`config.mk`:
```
export PLATFORM = sky130hd
export DESIGN_NAME = ce_gen
export DESIGN_NICKNAME = d
export VERILOG_FILES = /design/src/rtl/ce_gen.sv
export SDC_FILE = /design/constraint.sdc
export NUM_CORES = 1
export LEC_CHECK = 0
export ABC_CLOCK_PERIOD_IN_PS = 3860
export CORE_MARGIN = 8
export CORE_UTILIZATION = 50
export DETAILED_ROUTE_END_ITERATION = 10
export PLACE_DENSITY = 0.74
export SETUP_SLACK_MARGIN = 0.5
export SKIP_LAST_GASP = 1
export SLEW_MARGIN = 20
export SYNTH_ARGS = -nofsm -noshare
export SYNTH_HDL_FRONTEND = slang
export SYNTH_SLANG_ARGS = --single-unit
```
`constraint.sdc`:
```
create_clock -name clk_sys -period 3.86 [get_ports clk_sys]
set_clock_uncertainty 0.15 [all_clocks]
set_input_delay 0.772 -clock clk_sys [delete_from_list [all_inputs] [get_ports clk_sys]]
set_output_delay 0.772 -clock clk_sys [all_outputs]
set_load 0.02 [all_outputs]
```
`src/rtl/ce_gen.sv`:
```
// Clock-enable generator: pixel and CPU enable pairs derived from clk_sys, with runtime turbo
// and contention hold. Turbo switches only on the base boundary, so CPU and pixel phases stay aligned.
module ce_gen #(
    parameter int SYS_DIV   = 8,
    parameter int CPU_RATIO = 2,
    parameter int MAX_TURBO = 2
) (
    input  logic       clk_sys,
    input  logic       nRESET,
    input  logic [1:0] turbo,
    input  logic       cpu_hold,
    output logic       ce_pix_p,
    output logic       ce_pix_n,
    output logic       ce_cpu_p,
    output logic       ce_cpu_n,
    output logic [1:0] turbo_act
);

    localparam int BASE = SYS_DIV * CPU_RATIO;
    localparam int PCW  = (SYS_DIV > 1) ? $clog2(SYS_DIV) : 1;
    localparam int PW   = (CPU_RATIO > 1) ? $clog2(CPU_RATIO) : 1;
    localparam int PERW = $clog2(BASE + 1);

    // Largest shift that still leaves a CPU period of at least 2 clk_sys cycles.
    function automatic int max_shift(input int base);
        int s;
        s = 0;
        for (int i = 1; i <= 3; i++) begin
            if ((base >> i) >= 2) s = i;
        end
        return s;
    endfunction

    localparam int SHIFT_CAP = max_shift(BASE);
    localparam int TCAP      = (MAX_TURBO < SHIFT_CAP) ? MAX_TURBO : SHIFT_CAP;

    function automatic logic [1:0] clamp_turbo(input logic [1:0] t);
        if (int'(t) > TCAP) return 2'(TCAP);
        return t;
    endfunction

    logic [PCW-1:0]  pcnt_q, pcnt_d;
    logic [PW-1:0]   pidx_q, pidx_d;
    logic [PERW-1:0] ccnt_q, ccnt_d;
    logic [1:0]      turbo_act_q, turbo_act_d;
    logic            hold_q, hold_d;
    logic            pix_p_q, pix_p_d;
    logic            pix_n_q, pix_n_d;
    logic            cpu_p_q, cpu_p_d;
    logic            cpu_n_q, cpu_n_d;

    logic            pcnt_wrap;
    logic            pidx_last;
    logic            base_b;
    logic            cpu_start;
    logic [PERW-1:0] period;

    always_comb begin
        pcnt_wrap   = (pcnt_q == PCW'(SYS_DIV - 1));
        pidx_last   = (pidx_q == PW'(CPU_RATIO - 1));
        base_b      = pcnt_wrap && pidx_last;
        period      = PERW'(BASE) >> turbo_act_q;
        cpu_start   = (ccnt_q == '0);

        pcnt_d      = pcnt_wrap ? '0 : pcnt_q + PCW'(1);
        pidx_d      = pidx_q;
        if (pcnt_wrap) begin
            pidx_d = pidx_last ? '0 : pidx_q + PW'(1);
        end

        turbo_act_d = base_b ? clamp_turbo(turbo) : turbo_act_q;

        // Forcing ccnt to 0 on the boundary makes the new rate start together with ce_pix_p.
        if (base_b || (ccnt_q == period - PERW'(1))) begin
            ccnt_d = '0;
        end else begin
            ccnt_d = ccnt_q + PERW'(1);
        end

        // The hold decision taken at the pair start also governs the matching falling enable.
        hold_d      = cpu_start ? cpu_hold : hold_q;

        pix_p_d     = (pcnt_q == '0);
        pix_n_d     = (pcnt_q == PCW'(SYS_DIV / 2));
        cpu_p_d     = cpu_start && !cpu_hold;
        cpu_n_d     = (ccnt_q == (period >> 1)) && !hold_q;
    end

    always_ff @(posedge clk_sys or negedge nRESET) begin
        if (!nRESET) begin
            pcnt_q      <= '0;
            pidx_q      <= '0;
            ccnt_q      <= '0;
            turbo_act_q <= '0;
            hold_q      <= 1'b0;
            pix_p_q     <= 1'b0;
            pix_n_q     <= 1'b0;
            cpu_p_q     <= 1'b0;
            cpu_n_q     <= 1'b0;
        end else begin
            pcnt_q      <= pcnt_d;
            pidx_q      <= pidx_d;
            ccnt_q      <= ccnt_d;
            turbo_act_q <= turbo_act_d;
            hold_q      <= hold_d;
            pix_p_q     <= pix_p_d;
            pix_n_q     <= pix_n_d;
            cpu_p_q     <= cpu_p_d;
            cpu_n_q     <= cpu_n_d;
        end
    end

    assign ce_pix_p  = pix_p_q;
    assign ce_pix_n  = pix_n_q;
    assign ce_cpu_p  = cpu_p_q;
    assign ce_cpu_n  = cpu_n_q;
    assign turbo_act = turbo_act_q;

endmodule
```
== Word-level counts from Yosys, hierarchy flattened ==
Index checks and enable logic that the tools add are counted.

* Bits in registers: 16
* Latch bits: 0
* Bits in writable memories: 0
* ROM bits: 0
* Input port bits: 5
* Output and inout bits: 6
* Word-level logic and storage cells: 33
* Memories kept: 0

* Add/subtract/negate cells: 4
* Multiply operators: 0
* Divide/modulo/power cells: 0
* Magnitude comparators: 1
* Equal/unequal tests: 4
* Shift-type cells: 1
* Muxes and demuxes: 6
* Bitwise operators: 0
* Reductions and logical operators: 8

{| class="wikitable"
|+ Operators by type and width
! operator !! number
|-
| 3-bit equality test (second input constant) || 2
|-
| 5-bit by 1-bit adder with 5-bit output (second input constant) || 1
|-
| 5-bit by 4-bit equality test with 1-bit output || 1
|-
| 5-bit equality test || 1
|-
| 5-bit logical NOT || 1
|-
| 5-bit two-way mux || 1
|-
| 5-bit by 2-bit >> shifter with 5-bit output (first input constant) || 1
|-
| 5-bit by 1-bit subtractor with 5-bit output (second input constant) || 1
|-
| 2-bit two-way mux || 2
|-
| 3-bit by 1-bit adder with 3-bit output (second input constant) || 1
|-
| 1-bit logical AND || 3
|-
| 3-bit logical NOT || 1
|-
| 3-bit two-way mux || 1
|-
| 2-bit greater-than comparator (second input constant) || 1
|-
| 1-bit logical NOT || 2
|-
| 1-bit two-way mux || 2
|-
| 1-bit adder (second input constant) || 1
|-
| 1-bit logical OR || 1
|}

== Logic depth before layout (Yosys ltp) ==
Gate-level depths: netlist of run 1.

* Word-level depth: 5
* Depth in mapped cells: 5
* Depth with buffers taken out: 5

== Worst setup path after synthesis of run 1 ==
No wires, ideal clock.

* Path type: flip-flop to flip-flop
* From: register ccnt_q[1]
* To: register hold_q
* Setup time: 0.125 ns
* Arrival: 1.347 ns
* Data required time: 3.585 ns
* Path slack: 2.238 ns
* Stages on the path, launching flop included: 6
* Path buffers: 1
* Clock period less this slack: 1.622 ns
* Cell sequence: dfrtp_1 -> clkbuf_1 -> inv_1 -> ha_1 -> nor4b_1 -> mux2_2

* Cells in the longest elaborated chain, start to end: 1

{| class="wikitable"
|+ RTL lines
! item !! line !! source
|-
| start: declaration || 44 || <nowiki>logic [PERW-1:0] ccnt_q, ccnt_d;</nowiki>
|-
| start signal: assignment || 103 || <nowiki>ccnt_q <= ccnt_d;</nowiki>
|-
| 5-bit logical NOT || 63 || <nowiki>cpu_start = (ccnt_q == '0);</nowiki>
|-
| end signal: assignment || 105 || <nowiki>hold_q <= hold_d;</nowiki>
|-
| end: declaration || 46 || <nowiki>logic hold_q, hold_d;</nowiki>
|}

No other way between the ends.
A chain may end at the register's enable or synchronous reset.

== Worst setup path after layout of run 1 ==
* From: register turbo_act_q[0], in the netlist turbo_act[0]
* To: output port turbo_act[0]

{| class="wikitable"
|+ RTL lines
! item !! line !! source
|-
| start: declaration || 45 || <nowiki>logic [1:0] turbo_act_q, turbo_act_d;</nowiki>
|-
| start signal: assignment || 104 || <nowiki>turbo_act_q <= turbo_act_d;</nowiki>
|-
| end: declaration || 16 || <nowiki>output logic [1:0] turbo_act</nowiki>
|}

No word-level cell between the ends.

==> results of run 1 <==
[where the power goes]
group	internal, mW	switching [mW]	leakage [nW]
combinational	0.0130	0.0128	0.200
clock	0.0574	0.0533	0.0210
sequential	0.171	0.00321	0.202
[synth_stat cells]
cell / n / area share
a211oi_1: 4 / 0.040
a21oi_1: 1 / 0.0066
a22o_1: 1 / 0.012
and2_0: 1 / 0.0083
and2_1: 1 / 0.0083
and3_1: 1 / 0.0083
buf_2: 1 / 0.0066
clkbuf_1: 1 / 0.0050
dfrtp_1: 16 / 0.53
ha_1: 5 / 0.083
inv_1: 4 / 0.020
mux2_2: 2 / 0.030
nand2_1: 4 / 0.020
nand2b_1: 1 / 0.0083
nand3_1: 2 / 0.013
nor2_1: 3 / 0.015
nor2b_1: 5 / 0.041
nor3_1: 4 / 0.026
nor4b_1: 2 / 0.023
nor4bb_1: 1 / 0.013
o21ai_0: 2 / 0.013
or4b_1: 1 / 0.013
xnor2_1: 1 / 0.012
xor2_1: 4 / 0.046
[worst max-delay path by stage]
stage / start / to / slack (ns) / cells past startpoint
6_report: turbo_act[0]$_DFFE_PN0P_ / turbo_act[0] / 1.47 / 1
5_1_grt: turbo_act[0]$_DFFE_PN0P_ / turbo_act[0] / 1.43 / 1
4_1_cts: turbo_act[0]$_DFFE_PN0P_ / turbo_act[0] / 1.48 / 1
3_5_place_dp: turbo_act[0]$_DFFE_PN0P_ / turbo_act[0] / 1.81 / 1
3_3_place_gp: turbo_act[0]$_DFFE_PN0P_ / turbo_act[0] / 1.84 / 1
2_1_floorplan: ccnt_q[1]$_DFF_PN0_ / hold_q$_DFFE_PN0N_ / 2.24 / 5
[registers in the layout, indices dropped and copies added, names as in the netlist]
signal and cells:
ce_cpu_n 1, ce_pix_p 1, pcnt_q 3, ccnt_q 5, turbo_act 2, hold_q 1, pidx_last 1, ce_pix_n 1
ce_cpu_p 1
[metal layers]
metal,routed length (um),track usage,share of wire,up-vias
li1,-,-,-,257
met4,38,0.0720,0.029,0
met1,592,0.121,0.45,238
met3,73,0.0321,0.055,4
met5,0,0,0,-
met2,623,0.177,0.47,9
[metrics by stage]
step	area (um2)	power, mW
2_1_floorplan	757	0.188
6_report	905	0.311
3_5_place_dp	868	0.204
4_1_cts	905	0.315
5_1_grt	905	0.326
3_3_place_gp	868	0.203
[kinds of logic after synthesis]
kind of cell | Yosys count | synth area share
buffers and inverters | 6 | 0.0314
and+or+nand+nor | 26 | 0.198
xor gates and xnor gates | 5 | 0.0578
muxes | 2 | 0.0297
adders and majority gates | 5 | 0.0826
AOI/OAI and AO/OA | 8 | 0.0711
DFF | 16 | 0.529
[cell type report]
class | count | share of cell area
Clock buffer | 4 | 0.0401
Inverter | 4 | 0.0166
Multi-Input combinational cell | 46 | 0.368
Sequential cell | 16 | 0.443
Tap cell | 16 | 0.0221
Timing Repair Buffer | 10 | 0.111
==> metrics.txt, run 1 <==
Fill cells=121; Seq/Total Area, Yosys=0.529; Clk pin slew, worst setup/hold paths=0.10 ns; Port Buf Inserts=10; slew margin rel.=0.534; max-slew violations=0; setup tns final=0 ns; WL/cell=13.8 um; Hold Crit Class=flip-flop to flip-flop; n_diodes=0; period utilization=0.620; Gate Count Post-Synth=68; Worst Hold End=pcnt_q[0]$_DFF_PN0_; dpl ws=about 1.8 ns; Max Root-Sink Buffers=2; register area=~400 um2; antenna-violating nets left=0; Mean Syn Cell Area=11.1 um2; Die H=~55 um; grt ovf=0; post-route insts no fill=96; Tmin final=2.39 ns; total die area=between 3000 and 4000 um2; status=complete, no violations; CTS hold repair buffers=0; Post-route DRC=0; core area=1450 um2; yosys warns=0; Final WS setup=around 1.5 ns; worst hold stages=1; Final Hold Viols=0; area of the multi-input gates=~330 um2; Reg2Reg Setup Slack=2.07 ns; Worst EP required=2.94 ns; Clk Latency, worst-skew pair=around 0.29 ns; area grow syn2layout=19.5%; Cell Rows=14; placed cells=approximately 90; Num CTS Buffers=3; htree depth=1; Fmax achieved=418 MHz; dpl hpwl=between 900 and 1000 um; most frequent cells in the layout=dfrtp_1 (16), clkdlybuf4s50_1 (10), nor2b_1 (5), ha_1 (5); R2R cell count=3; Routed WL=1330 um; Post-Syn Area=757 um2; Slowest cell on crit path=clkdlybuf4s50_1; Setup crit end kind=primary output; post-synth net total=78; First-pass DRT Iterations=4; maximum vdd drop=about 0.23 mV; Largest stage delay, worst path=0.67 ns; Final Wtd Congestion=0.785; worst path cell trace=clkdlybuf4s50_1; crit-path leading delay family=buffers and inverters; CTS tree=done; FF-to-FF Start=turbo_act[0]$_DFFE_PN0P_; hold path start=pcnt_q[0]$_DFF_PN0_; count of different cell masters after synthesis=24; most common cell after layout, fill and taps aside=dfrtp_1; routed vias=508; pin count of the biggest net entering global routing=17; Setup Fix Bufs, Post-CTS=0; vias in the first global route=532; kind of critical path=flip-flop to primary output; # setup viols final=0; first-pass GRT wire length=between 2000 and 2500 um; Top Ports=11; root buffer cell=clkbuf_4; number of antenna violations at the first check in global routing=0; measured slew at the worst slew-check pin=0.689 ns; Worst EP arrival=1.47 ns; Critical R2R Capture=ccnt_q[2]$_DFF_PN0_; fraction of layout cells with a size suffix above 1=0.0750; Die Width=approximately 55 um; Net count, final=between 90 and 100; max_cap viols=0; Initial Utilization=0.521; final core utilization=0.622; WHS=between 0.3 and 0.4 ns; post-cts repair resize count=0; Clock Sinks=16; number of vias per cell=5.29; critical path fanouts, max=9; Total GRT Usage=0.109; Cell Pwr Density=344 nW/um2; Leak=between 0.4 and 0.5 nW; Worst Path Buf+Inv=1; RSZ-0062 raised after global routing=false; CP Launch Type=flip-flop; Synth Register Bits=16; DR iter-0 viols=12
Power figures use the tool's default switching activity.
==> run 2: changes to the inputs <==
--- a/config.mk
+++ b/config.mk
@@ -5,11 +5,11 @@
 export SDC_FILE = /design/constraint.sdc
 export NUM_CORES = 1
 export LEC_CHECK = 0
-export ABC_CLOCK_PERIOD_IN_PS = 3860
+export ABC_CLOCK_PERIOD_IN_PS = 1900
 export CORE_MARGIN = 8
-export CORE_UTILIZATION = 50
+export CORE_UTILIZATION = 46
 export DETAILED_ROUTE_END_ITERATION = 10
-export PLACE_DENSITY = 0.74
+export PLACE_DENSITY = 0.72
 export SETUP_SLACK_MARGIN = 0.5
 export SKIP_LAST_GASP = 1
 export SLEW_MARGIN = 20
==> constraint.sdc (replaced) <==
create_clock -name clk_sys -period 1.9 [get_ports clk_sys]
set_clock_uncertainty 0.15 [all_clocks]
set_input_delay 0.38 -clock clk_sys [delete_from_list [all_inputs] [get_ports clk_sys]]
set_output_delay 0.38 -clock clk_sys [all_outputs]
set_load 0.02 [all_outputs]
==> metrics.txt, run 2 (synthesized netlist as in run 1, its figures left out) <==
status=complete, no violations; antenna-violating nets left=0; Cell Rows=14; Num CTS Buffers=3; Port Buf Inserts=10; DP Area=936 um2; area grow syn2layout=54.9%; RSZ-0062 raised after global routing=true; Post-route DRC=0; first-pass GRT wire length=2800 um; dpl hpwl=1010 um; root buffer cell=clkbuf_4; # setup viols final=0; slew margin rel.=0.758; DR iter-0 viols=8; Final Hold Viols=0; kind of critical path=flip-flop to flip-flop; critical path fanouts, max=4; Die H=56.6 um; CTS tree=done; max_cap viols=0; Final Wtd Congestion=0.765; Clk Latency, worst-skew pair=0.28 ns; setup tns final=0 ns; CP Launch Type=flip-flop; Final WS setup=between 0.3 and 0.4 ns; Initial Utilization=0.497; core area=1520 um2; pin count of the biggest net entering global routing=17; Routed WL=roughly 1600 um; Worst EP required=1.97 ns; Worst EP arrival=around 1.6 ns; most common cell after layout, fill and taps aside=buf_4; n_diodes=0; max-slew violations=0; fraction of layout cells with a size suffix above 1=0.515; Total GRT Usage=0.108; Top Ports=11; maximum vdd drop=0.643 mV; worst path cell trace=buf_12 > o21ai_4 > or4b_4 > nor3_2; Hold Crit Class=input port to asynchronous set/reset pin; WL/cell=around 14 um; grt ovf=0; Largest stage delay, worst path=~0.47 ns; area of the multi-input gates=448 um2; Fill cells=approximately 110; Clock Sinks=16; vias in the first global route=608; max reg flops=5; post-route insts no fill=113; Die Width=56.6 um; Post-Layout Inst Area=1170 um2; register area=405 um2; Fmax achieved=660 MHz; CTS hold repair buffers=0; First-pass DRT Iterations=3; Slowest cell on crit path=dfrtp_2; Cell Pwr Density=~570 nW/um2; period utilization=0.798; final core utilization=0.769; number of antenna violations at the first check in global routing=0; Tmin final=around 1.5 ns; Setup crit end kind=flip-flop; routed vias=610; Clk pin slew, worst setup/hold paths=0.10 ns; number of vias per cell=roughly 5.4; htree depth=1; measured slew at the worst slew-check pin=roughly 0.36 ns; Leak=0.546 nW; Biggest register=ccnt_q; placed cells=93; total die area=3200 um2; Net count, final=108; Max Root-Sink Buffers=2; dpl ws=0.317 ns; most frequent cells in the layout=buf_4 (13), dfrtp_1 (12), nor2b_1 (5)
run 2: cell types whose count changed in the layout (fill, tap and decap cells not counted), moves of 4 or more:
cell and change:
buf_4 +13, clkdlybuf4s50_1 -6, buf_2 +4, buf_6 +4
dfrtp_1 -4, dfrtp_2 +4
run 2: layer usage:
metal  share of wire  GRT usage  wire length (um)  vias to the layer above
li1                -          -                 -                      291
met1            0.44      0.131               720                      307
met2            0.48      0.169               793                       12
met3           0.076     0.0517               124                        0
met4               0     0.0206                 0                        0
met5               0          0                 0                        -
run 2: worst max-delay path: cells and delay by family (launching register included):
family	cells	cell delay, ns
buf+inv	1	0.15
compound gates	1	0.12
flops	1	0.47
simple gates	2	0.57
run 2: final cells by class:
cell class              count  area share
inverters                   4      0.0171
multi-input cells          46       0.382
flip-flops and latches     16       0.346
clock buffers               4      0.0309
well taps                  16      0.0171
repair buffers             27       0.207
run 2: timing repair:
item,CTS,global route
buffers inserted,10,6
resized for setup,32,13
endpoints found under the setup margin,13,9
hold endpoints to repair,0,0
pin swaps,5,3
run 2: worst paths after layout:
| check | slack (ns) | cells after the start | to | start |
|---|---|---|---|---|
| setup / recovery | 0.38 | 4 | ce_cpu_n$_DFF_PN0_ | turbo_act[0]$_DFFE_PN0P_ |
| hold / removal | 0.24 | 2 | ce_cpu_n$_DFF_PN0_ | nRESET |
| max in group asynchronous | 1.16 | 2 | turbo_act[1]$_DFFE_PN0P_ | nRESET |
| min in group clk_sys | 0.36 | 1 | ce_pix_p$_DFF_PN0_ | pcnt_q[2]$_DFF_PN0_ |
| hold reg to reg | 0.36 | 1 | ce_pix_p$_DFF_PN0_ | pcnt_q[2]$_DFF_PN0_ |
| setup reg to reg | 0.38 | 4 | ce_cpu_n$_DFF_PN0_ | turbo_act[0]$_DFFE_PN0P_ |
run 2: report_power, final:
part	leakage (nW)	switching, mW	internal, mW
Sequential	0.198	0.00572	0.348
Clock	0.0210	0.111	0.117
Combinational	0.328	0.0378	0.0459
Total	0.546	0.154	0.511
run 2: through the flow:
step,power (mW),hold slack (ns)
final,0.665,0.242
after global routing,0.692,0.264
after CTS,0.654,0.254
after detailed placement,0.418,0.321
after global placement,0.417,0.301
after floorplan,0.383,-0.0656
==> run 3: changes to the inputs <==
--- a/config.mk
+++ b/config.mk
@@ -5,11 +5,11 @@
 export SDC_FILE = /design/constraint.sdc
 export NUM_CORES = 1
 export LEC_CHECK = 0
-export ABC_CLOCK_PERIOD_IN_PS = 1900
+export ABC_CLOCK_PERIOD_IN_PS = 1400
 export CORE_MARGIN = 8
-export CORE_UTILIZATION = 46
+export CORE_UTILIZATION = 50
 export DETAILED_ROUTE_END_ITERATION = 10
-export PLACE_DENSITY = 0.72
+export PLACE_DENSITY = 0.74
 export SETUP_SLACK_MARGIN = 0.5
 export SKIP_LAST_GASP = 1
 export SLEW_MARGIN = 20
==> constraint.sdc (replaced) <==
create_clock -name clk_sys -period 1.4 [get_ports clk_sys]
set_clock_uncertainty 0.15 [all_clocks]
set_input_delay 0.28 -clock clk_sys [delete_from_list [all_inputs] [get_ports clk_sys]]
set_output_delay 0.28 -clock clk_sys [all_outputs]
set_load 0.02 [all_outputs]
==> metrics.txt, run 3 (synthesized netlist as in run 1, its figures left out) <==
status=finished with violations; violated checks=setup timing; maximum vdd drop=0.535 mV; Final Wtd Congestion=0.878; area of the multi-input gates=approximately 480 um2; CTS tree=done; max reg flops=5; WL/cell=14.9 um; Worst EP arrival=1.51 ns; period utilization=1.06; met3 Use GR=0.0401; Cell Rows=14; register area=404 um2; most common cell after layout, fill and taps aside=dfrtp_1; Leak=0.532 nW; Fill cells=83; htree depth=1; CTS hold repair buffers=0; fraction of layout cells with a size suffix above 1=0.585; # setup viols final=5; routing usage on met2=0.204; total power=0.828 mW; Biggest register=ccnt_q; slew margin rel.=0.831; switch share=0.237; Net count, final=105; Cell Pwr Density=704 nW/um2; Clk Latency, worst-skew pair=0.29 ns; RSZ-0062 raised after global routing=true; number of vias per cell=5.28; Top Ports=11; Final WS setup=-0.0788 ns; grt ovf=0; Die H=54.9 um; sw power=0.196 mW; routed vias=between 500 and 600; First-pass DRT Iterations=4; max-slew violations=0; antenna-violating nets left=0; Worst EP required=1.44 ns; root buffer cell=clkbuf_4; met1 usage=0.157; area grow syn2layout=55.4%; number of antenna violations at the first check in global routing=0; GRT Max-Usage Layer=met2; Max Root-Sink Buffers=2; Setup crit end kind=flip-flop; Clk pin slew, worst setup/hold paths=approximately 0.09 ns; Post-route DRC=0; Final Hold Viols=0; Clock Power Share=0.307; Die Width=54.9 um; max_cap viols=0; Clock Sinks=16; kind of critical path=flip-flop to flip-flop; pin count of the biggest net entering global routing=17; Hold Crit Class=input port to asynchronous set/reset pin; Initial Utilization=0.521; first-pass GRT wire length=2770 um; final core utilization=0.809; total die area=3020 um2; Seq pwr share=0.583; Port Buf Inserts=10; dpl hpwl=1170 um; Fmax achieved=676 MHz; vias in the first global route=600; Num CTS Buffers=3; Tmin final=1.48 ns; critical path fanouts, max=5; most frequent cells in the layout=dfrtp_1 (13), buf_4 (10), buf_6 (9); core area=1450 um2; Pint=between 0.6 and 0.7 mW; Total GRT Usage=0.127; Routed WL=1640 um; CP Launch Type=flip-flop; Logic pwr share=0.110; measured slew at the worst slew-check pin=0.252 ns; n_diodes=0; DR iter-0 viols=1
run 3: layout make-up:
class,count,share of cell area
Clock buffer,4,0.0223
Sequential cell,16,0.344
Inverter,4,0.0191
Timing Repair Buffer,24,0.188
Multi-Input combinational cell,46,0.410
Tap cell,16,0.0170
run 3: final timing paths:
kind                                       endpoint                 from  cells after the start  slack (ns)
min reg2reg                      ce_pix_p$_DFF_PN0_  pcnt_q[2]$_DFF_PN0_                      1        0.39
min                              ce_cpu_n$_DFF_PN0_               nRESET                      2        0.14
max reg2reg                turbo_act[1]$_DFFE_PN0P_  pcnt_q[0]$_DFF_PN0_                      4       -0.08
max                        turbo_act[1]$_DFFE_PN0P_  pcnt_q[0]$_DFF_PN0_                      4       -0.08
max in group asynchronous  turbo_act[0]$_DFFE_PN0P_               nRESET                      2        0.77
min in group clk_sys             ce_pix_p$_DFF_PN0_  pcnt_q[2]$_DFF_PN0_                      1        0.39
run 3: power groups by stage:
stage	sequential [mW]	combinational, mW	clock, mW
floorplan	0.502	0.0189	0
global placement	0.489	0.0836	0
detailed placement	0.490	0.0849	0
CTS	0.483	0.0896	0.260
global route	0.484	0.0994	0.284
finish	0.483	0.0910	0.254
run 3: critical path: stages (launching register included):
cell and delay, ns:
dfrtp_1 0.37, ha_2 0.20, ha_4 0.14, and2_4 0.18, mux2_2 0.33
run 3: metal layers:
metal / part of all wire / vias up
met2: 0.50 / 11
li1: - / 287
met1: 0.43 / 281
met3: 0.057 / 2
met5: 0 / -
met4: 0.012 / 0
run 3: metrics by stage:
stage | cells | hold slack (ns) | setup TNS [ns] | area (um2) | worst slack [ns]
detailed placement | 103 | 0.358 | -0.202 | 1030 | -0.0558
floorplan | 68 | -0.166 | -0.0890 | 842 | -0.0534
global placement | 103 | 0.337 | -0.117 | 1030 | -0.0395
global route | 110 | 0.178 | -0.576 | 1180 | -0.132
CTS | 107 | 0.144 | -0.196 | 1100 | -0.0650
finish | 110 | 0.142 | -0.281 | 1180 | -0.0788
run 3: repair_timing:
| item | 4_1_cts | 5_1_grt |
|---|---|---|
| pin swaps | 4 | 5 |
| endpoints found under the hold margin | 0 | 0 |
| setup endpoints to repair | 22 | 22 |
| buffers inserted | 0 | 3 |
| gates resized for setup | 45 | 14 |
==> edit, RTL diff (settings of run 1) <==
Make the reset (`nRESET`) synchronous in one clocked block.
--- a/src/rtl/ce_gen.sv
+++ b/src/rtl/ce_gen.sv
@@ -86,7 +86,7 @@
         cpu_n_d     = (ccnt_q == (period >> 1)) && !hold_q;
     end
 
-    always_ff @(posedge clk_sys or negedge nRESET) begin
+    always_ff @(posedge clk_sys) begin
         if (!nRESET) begin
             pcnt_q      <= '0;
             pidx_q      <= '0;
Behaviour: differs if nRESET is asserted again (counterexample within 4 cycles, from zero or initial values and one cycle with nRESET low); with nRESET held inactive, the same outputs for 10 cycles.
==> edit against run 1 <==
- cell area is 3.5% lower
- routed wire length is 8.0% lower
- setup slack improved by 0.051 ns
- sequential cell count unchanged
- first-iteration DRC count is 33% higher
- synthesized area down 3.6%
- core utilization rose by 3.3 points
- total power grew 4.9%
- largest cell class is now multi-input combinational cells
- highest routed layer unchanged
==> edit: results (changes against run 1) <==
- Routed WL: 1220 um (-8.0%)
- Drt first pass iters: 4 (unchanged)
- Worst stage delay on the critical path: 0.66 ns
- GPL Wtd Cong: 0.754 (-4.0%)
- Synth cell types: 25 (+4.2%)
- I/O Buffers: 10 (unchanged)
- Commonest cells post-synth: dfxtp_1 (16), nand2_1 (6), ha_1 (5), xor2_1 (5)
- Initial DRC count: 16 (+4)
- Inserted Clock Buffers: 3 (unchanged)
- Leakage power: 0.360 nW (-15%)
- Delay-heaviest family, CP: buffers and inverters
- Gate Count Post-Synth: 75 (+10%)
- Worst Path Max Fanout: 9 (unchanged)
- Register area share after synthesis: 0.439 (-0.0898)
- Clk pin slew, worst setup/hold paths: approximately 0.090 ns
- WP data arrival: 1.42 ns (-0.05 ns)
- Non-Filler Instances: 101 (+5.2%)
- Slew HR: 0.702 (+0.168)
- Largest net degree at the start of global routing: 13 (-4)
- Top_reg_cell synth: dfxtp_1
- Yosys warns: 0 (unchanged)
- Synth Net Count: 85 (+9.0%)
- Vias in the first global route: 488 (-8.3%)
- Ranking of synthesized cells by area: dfxtp_1 (44%), ha_1 (8.6%), xor2_1 (6.0%)
- Root Driver: clkbuf_4
- Total GRT Usage: 0.0947 (-0.0143)
- DR vias/cell: 5.41 (+2.2%)
- Top-area cell type share of the netlist area: 0.439 (-0.0898)
- HPWL after DPL: 954 um (-3.2%)
- Max H-tree Level: 1 (unchanged)
- Hold crit path type: reg2reg
- Initial antenna violation count: 0 (unchanged)
- First-pass GRT wire length: 2040 um (-12%)
- Async set-reset flop share out of synthesis: 0 (-1.00)
- Clock Path Buffers: 2 (unchanged)
- Antenna diode count: 0 (unchanged)
- Placed cell count: 97 (+5.4%)
- Worst vdd ir: 300 uV (+29%)
- Share of cells above drive strength 1: 0.0698 (-0.00523)
- WHS: 0.285 ns (-0.0203 ns)
- Status: finished, final reports clean
- R2R Setup Slk: 2.24 ns (+0.17 ns)
[edit: per-layer routing]
layer | GRT usage | wire length, um | up-vias
met1 | 0.0952 | 510 | 257
met4 | 0.0369 | 11 | 0
li1 | - | - | 276
met3 | 0.0523 | 80 | 2
met5 | 0 | 0 | -
met2 | 0.160 | 619 | 11
[edit: cell families (layout without fill, tap and decap cells)]
family | Yosys count | count (layout) | share of synthesized area
AOI/OAI and AO/OA | 8 | 8 | 0.0858
xor gates and xnor gates | 7 | 7 | 0.0840
adders and majority gates | 5 | 5 | 0.0858
buffers and inverters | 7 | 18 | 0.0360
DFF | 16 | 16 | 0.439
muxes | 2 | 2 | 0.0274
and+or+nand+nor | 30 | 30 | 0.242
[edit: final timing paths]
check                     from           end  depth (start not counted)
hold reg to reg      pcnt_q[2]      ce_pix_p                          1
setup / recovery  turbo_act[1]  turbo_act[1]                          1
hold / removal       pcnt_q[2]      ce_pix_p                          1
setup reg to reg     ccnt_q[0]        hold_q                          5
[edit: area by class of cell]
class / count / area, um2
clock buffer: 4 / 36.3
fill: 117 / 460
inverter: 4 / 15.0
multi-input combinational: 52 / 383
sequential: 16 / 320
tap: 15 / 18.8
timing repair buffer: 10 / 100
[edit: metrics by stage]
stage	area (um2)	setup slack [ns]	util
floorplan	729	2.35	-
global placement	837	1.75	0.628
detailed placement	837	1.73	0.628
CTS	873	1.50	0.655
global route	873	1.46	0.655
finish	873	1.52	0.655
[edit: power breakdown]
part           internal, mW  switching, mW
Sequential            0.173        0.00791
Clock                0.0575         0.0517
Combinational        0.0190         0.0164
Total                 0.250         0.0760
